**src/rtl/cmd_arbiter.sv**
```systemverilog
// Command sequencer: buffers UART command bytes, arbitrates them against button
// presses, drives stopwatch/watch control pulses and returns an acknowledge byte.
module cmd_arbiter #(
  parameter int FIFO_DEPTH = 4,
  parameter bit ACK_EN     = 1'b1
) (
  input  logic       clk,
  input  logic       rst,
  input  logic [7:0] rx_data,
  input  logic       rx_done,
  input  logic       btn_L,
  input  logic       btn_R,
  input  logic       btn_D,
  input  logic       btn_U,
  input  logic [1:0] sw_mode,
  input  logic       tx_busy,
  output logic [7:0] tx_data,
  output logic       tx_start,
  output logic       sw_run,
  output logic       sw_clear,
  output logic       w_inc_hour,
  output logic       w_inc_min,
  output logic       w_inc_sec,
  output logic [3:0] led,
  output logic [1:0] fsm_state
);

  localparam int AW = $clog2(FIFO_DEPTH);
  localparam logic [AW:0] FULL_CNT = (AW+1)'(FIFO_DEPTH);

  localparam logic [7:0] CMD_RUN   = 8'h52;
  localparam logic [7:0] CMD_CLEAR = 8'h43;
  localparam logic [7:0] CMD_HOUR  = 8'h48;
  localparam logic [7:0] CMD_MIN   = 8'h4D;
  localparam logic [7:0] CMD_SEC   = 8'h53;
  localparam logic [7:0] ACK_BAD   = 8'h3F;

  typedef enum logic [1:0] {IDLE, DISPATCH, ACK_WAIT, ACK_SEND} state_t;

  state_t         state, state_nx;
  logic [7:0]     mem [FIFO_DEPTH];
  logic [AW-1:0]  wr_ptr, rd_ptr;
  logic [AW:0]    count;
  logic           overflow;
  logic [7:0]     cmd_reg;

  logic any_btn, fifo_empty, fifo_full, push_req, push, pop;
  logic sw_tgt, dispatching, cmd_valid;
  logic cmd_run, cmd_clr, cmd_hour, cmd_min, cmd_sec;
  logic btn_run, btn_clr, btn_hour, btn_min, btn_sec;

  assign any_btn    = btn_L | btn_R | btn_D | btn_U;
  assign fifo_empty = (count == '0);
  assign fifo_full  = (count == FULL_CNT);
  assign push_req   = rx_done & sw_mode[1];
  // Buttons always win the IDLE slot; the FIFO head waits for a quiet cycle.
  assign pop        = (state == IDLE) & ~any_btn & ~fifo_empty;
  assign push       = push_req & (~fifo_full | pop);

  always_ff @(posedge clk) begin
    if (push) mem[wr_ptr] <= rx_data;
  end

  always_ff @(posedge clk) begin
    if (rst) begin
      wr_ptr   <= '0;
      rd_ptr   <= '0;
      count    <= '0;
      overflow <= 1'b0;
      cmd_reg  <= 8'h00;
    end else begin
      if (push) wr_ptr <= wr_ptr + AW'(1);
      if (pop) begin
        rd_ptr  <= rd_ptr + AW'(1);
        cmd_reg <= mem[rd_ptr];
      end
      case ({push, pop})
        2'b10:   count <= count + (AW+1)'(1);
        2'b01:   count <= count - (AW+1)'(1);
        default: count <= count;
      endcase
      if (push_req && !push) overflow <= 1'b1;
    end
  end

  always_ff @(posedge clk) begin
    if (rst) state <= IDLE;
    else     state <= state_nx;
  end

  always_comb begin
    state_nx = state;
    case (state)
      IDLE:     if (pop) state_nx = DISPATCH;
      DISPATCH: state_nx = ACK_EN ? ACK_WAIT : IDLE;
      ACK_WAIT: if (!tx_busy) state_nx = ACK_SEND;
      ACK_SEND: state_nx = IDLE;
      default:  state_nx = IDLE;
    endcase
  end

  // Target is sampled per command at decode time, not when the byte arrived.
  always_comb begin
    sw_tgt      = ~sw_mode[0];
    dispatching = (state == DISPATCH);
    cmd_valid   = sw_tgt ? (cmd_reg == CMD_RUN || cmd_reg == CMD_CLEAR)
                         : (cmd_reg == CMD_HOUR || cmd_reg == CMD_MIN || cmd_reg == CMD_SEC);
    cmd_run     = dispatching &  sw_tgt & (cmd_reg == CMD_RUN);
    cmd_clr     = dispatching &  sw_tgt & (cmd_reg == CMD_CLEAR);
    cmd_hour    = dispatching & ~sw_tgt & (cmd_reg == CMD_HOUR);
    cmd_min     = dispatching & ~sw_tgt & (cmd_reg == CMD_MIN);
    cmd_sec     = dispatching & ~sw_tgt & (cmd_reg == CMD_SEC);
    btn_run     =  sw_tgt & btn_R;
    btn_clr     =  sw_tgt & btn_L;
    btn_hour    = ~sw_tgt & btn_U;
    btn_min     = ~sw_tgt & btn_D;
    btn_sec     = ~sw_tgt & btn_L;
  end

  // Simultaneous button and UART toggles collapse into one toggle.
  always_ff @(posedge clk) begin
    if (rst) begin
      sw_run     <= 1'b0;
      sw_clear   <= 1'b0;
      w_inc_hour <= 1'b0;
      w_inc_min  <= 1'b0;
      w_inc_sec  <= 1'b0;
      tx_start   <= 1'b0;
      tx_data    <= 8'h00;
    end else begin
      sw_run     <= sw_run ^ (btn_run | cmd_run);
      sw_clear   <= (btn_clr | cmd_clr) & ~sw_run;
      w_inc_hour <= btn_hour | cmd_hour;
      w_inc_min  <= btn_min | cmd_min;
      w_inc_sec  <= btn_sec | cmd_sec;
      tx_start   <= (state == ACK_SEND);
      if (dispatching) tx_data <= cmd_valid ? cmd_reg : ACK_BAD;
    end
  end

  assign led       = {overflow, (state == ACK_WAIT) || (state == ACK_SEND), ~fifo_empty, sw_run};
  assign fsm_state = state;

endmodule

```
**config.mk**
```make
export PLATFORM = sky130hd
export DESIGN_NAME = cmd_arbiter
export DESIGN_NICKNAME = d
export VERILOG_FILES = /design/src/rtl/cmd_arbiter.sv
export SDC_FILE = /design/constraint.sdc
export NUM_CORES = 1
export LEC_CHECK = 0
export BUFFER_PORTS_ARGS = -buffer_cell sky130_fd_sc_hd__buf_2
export CELL_PAD_IN_SITES_DETAIL_PLACEMENT = 1
export CELL_PAD_IN_SITES_GLOBAL_PLACEMENT = 1
export CORE_MARGIN = 4
export CORE_UTILIZATION = 46
export CTS_CLUSTER_DIAMETER = 60
export DETAILED_ROUTE_END_ITERATION = 8
export HOLD_SLACK_MARGIN = 0.05
export PLACE_DENSITY = 0.84
export SLEW_MARGIN = 20
export SYNTH_ARGS = -nofsm -noshare
export SYNTH_HDL_FRONTEND = slang
export SYNTH_SLANG_ARGS = --single-unit
```
**constraint.sdc**
```tcl
create_clock -name clk -period 3.2 [get_ports clk]
set_input_delay 0.64 -clock clk [delete_from_list [all_inputs] [get_ports clk]]
set_output_delay 0.64 -clock clk [all_outputs]
set_load 0.03 [all_outputs]
```
==> flow_summary.json <==
{
  "crit_type": "primary input to register",
  "hpwlAfterDp_mm": 3.75,
  "slew_viol_final": 0,
  "worst-path-buf-inv": 3,
  "syn_to_final_growth_pct": 16.3,
  "rsz0062_at_grt": "no",
  "die_h_um": 84.9,
  "critical_path_arrival_ps": 2710,
  "synth-seq-cells": 64,
  "fin_crit_sh": 0.762,
  "skew_ps": 8.72,
  "vias_per_cell": 5.30,
  "min_period_ps": 2440,
  "post-place-ws_ps": 439,
  "synth.yosys.warnings": 0,
  "r2r_slack_ps": 780,
  "clock_latency_ps": 340,
  "path_cells": "buf_2 > nor4_1 > nand3_1 > inv_1 > ha_1 > inv_1 > fa_1 > xor2_1 > or3_1 > a21oi_1",
  "synth_flop_cell": "edfxtp_1",
  "async_reset_ff_frac": 0,
  "drc": 0,
  "hp-class": "register to register",
  "setup_viol": 0,
  "ant_nets": 0,
  "rr_startpoint": "fsm_state[1]$_SDFFE_PP0P_",
  "fmax_mhz": 410,
  "core_area_um2": 5610,
  "port_buffers": 37,
  "holdPathStages": 1,
  "ios": 38,
  "ctsHoldBuffers": 0,
  "cp_slowest_cell": "nor4_1",
  "syn-instance-count": 213,
  "holdCritStartpoint": "tx_data[7]$_SDFFE_PP0N_",
  "fin_cells": 328,
  "drv_cap": 0,
  "drive_gt1_frac": 0.258,
  "grt_antenna_before_repair": 0,
  "clk_pin_slew_ps": 80,
  "first_pass_iters": 4,
  "peakVddDrop_mv": 0.317,
  "outcome": "finished clean",
  "layout_setup_ws_ps": 762,
  "slew_headroom": 0.555,
  "dieArea_um2": 7210,
  "cts-resized-gates": 0,
  "ys_types": 40,
  "track_usage": 0.169,
  "dieWidth_um": 84.9,
  "start_kind": "primary input",
  "vias": 1738,
  "power_density_nw_per_um2": 563,
  "start_util": 0.485,
  "critPathTopFamily": "simple AND/OR/NAND/NOR gates",
  "required_ps": 3470,
  "largest_reg_flops": 32,
  "design.final.nets": 280,
  "clock-sinks": 64,
  "cts-root-buf": "clkbuf_8",
  "end_kind": "register",
  "postCtsSetupBuffers": 0,
  "synth_edf_count": 32,
  "yosysSeqAreaShare": 0.589,
  "worst_pin_slew_ps": 667,
  "gp_congestion": 0.702,
  "grt_pass1_vias": 1835,
  "drtIter0Drc": 60,
  "cellLeakagePower_nw": 1.27,
  "cts_tree": "done",
  "fill_cells": 605,
  "fin_tns_setup_ps": 0,
  "grt_max_degree": 31,
  "grt_pass1_wl_mm": 9.21,
  "dp_cells": 312,
  "cp.depth": 10,
  "cts_buffers": 9,
  "drt-total-wl_mm": 5.54,
  "hold_viol_final": 0,
  "reg2reg_to": "count[2]$_SDFFE_PP0P_",
  "overflow": 0,
  "core.rowCount": 27,
  "syn_nets": 242,
  "num_antenna_cells": 0,
  "cts_buffer_depth": 2,
  "path_common_cell": "inv_1",
  "crit_path_max_fanout": 4,
  "htree_levels": 3,
  "hold_path_end": "tx_data[7]$_SDFFE_PP0N_",
  "netlist_area_um2": 2720,
  "routedWlPerCell_um": 16.9,
  "syn_avg_cell_area_um2": 12.8,
  "cpPeakStageDelay_ps": 480,
  "worst-r2r-cell-count": 11
}
-- metrics by stage --
step	hold slack (ps)	area, um2	total power, mW	util
after global placement	455	2940	1.02	0.525
after CTS	480	3160	1.80	0.564
final	478	3160	1.78	0.564
after global routing	497	3160	1.86	0.564
after detailed placement	469	2940	1.03	0.525
after floorplan	442	2720	0.987	-
-- cells in the final DEF (no fill, tap or decap), types with 3 or more instances in the layout --
cell type and n:
nand2_1 3, mux4_2 8, nand3_1 3, nor3b_1 3, buf_2 37, a211oi_1 3
ha_1 10, nor2_1 34, a21oi_1 3, mux2i_1 11, inv_1 9, xor2_1 5
a41oi_1 3, nor2b_1 6, a31oi_1 3, edfxtp_1 32, o21a_1 4, clkinvlp_4 3
nand2b_1 3, dfxtp_1 32, clkbuf_8 9, and2_1 5
-- final cells by class --
class / count / area (um2) / share of cell area
Inverter: 9 / 33.8 / 0.0107
Tap cell: 72 / 90.1 / 0.0285
Clock inverter: 7 / 95.1 / 0.0301
Timing Repair Buffer: 38 / 193 / 0.0609
Sequential cell: 64 / 1600 / 0.506
Multi-Input combinational cell: 129 / 1030 / 0.324
Clock buffer: 9 / 124 / 0.0392
-- cell usage after synthesis, types with 2 or more instances --
master    number  area (um2)
xor2_1         5        43.8
nand3_1        3        15.0
or3_1          2        12.5
nor3b_1        3        22.5
o21a_1         4        30.0
inv_1          9        33.8
nor4_1         2        12.5
and2_1         5        31.3
mux4_2         8         180
a41oi_1        3        26.3
nand2b_1       3        18.8
xnor2_1        2        17.5
nand2_1        3        11.3
nor4b_1        2        17.5
o21ai_0        2        10.0
a211oi_1       3        22.5
clkbuf_1       2        7.51
nor2b_1        6        37.5
buf_2          5        25.0
a31oi_1        3        18.8
nor2_1        34         128
dfxtp_1       32         641
mux2i_1       11         110
edfxtp_1      32         961
ha_1          10         125
a21oi_1        3        15.0
buf_4          3        22.5
-- worst max path at each step --
stage,endpoint,slack (ps),startpoint
final,count[2]$_SDFFE_PP0P_,760,btn_L
after global routing,count[2]$_SDFFE_PP0P_,560,btn_L
after CTS,count[2]$_SDFFE_PP0P_,750,fsm_state[0]$_SDFFE_PP0P_
after detailed placement,count[2]$_SDFFE_PP0P_,440,btn_L
after global placement,count[2]$_SDFFE_PP0P_,510,btn_L
after floorplan,count[2]$_SDFFE_PP0P_,570,btn_L
-- cells by family (layout without fill, tap and decap cells) --
family | after synthesis | in the layout | synth area share
XOR/XNOR | 7 | 7 | 0.0225
multiplexers | 19 | 19 | 0.107
flip-flops | 64 | 64 | 0.589
AO/OA/AOI/OAI | 22 | 22 | 0.0612
adder cells (fa/ha/maj) | 11 | 11 | 0.0534
AND/OR/NAND/NOR | 70 | 70 | 0.133
buffers and inverters | 20 | 63 | 0.0340
-- layer usage --
layer | part of all wire | GRT usage
met4 | 0.019 | 0.0835
met5 | 0 | 0
met2 | 0.51 | 0.281
met1 | 0.42 | 0.196
met3 | 0.053 | 0.0563
-- where the power goes --
group,switching (mW),leakage [nW],internal (mW),total (mW)
sequential,0.0134,0.550,0.881,0.894
clock,0.334,0.0995,0.438,0.772
combinational,0.0704,0.620,0.0430,0.113
total,0.418,1.27,1.36,1.78
Note: power is estimated with default switching activity, not from simulation.
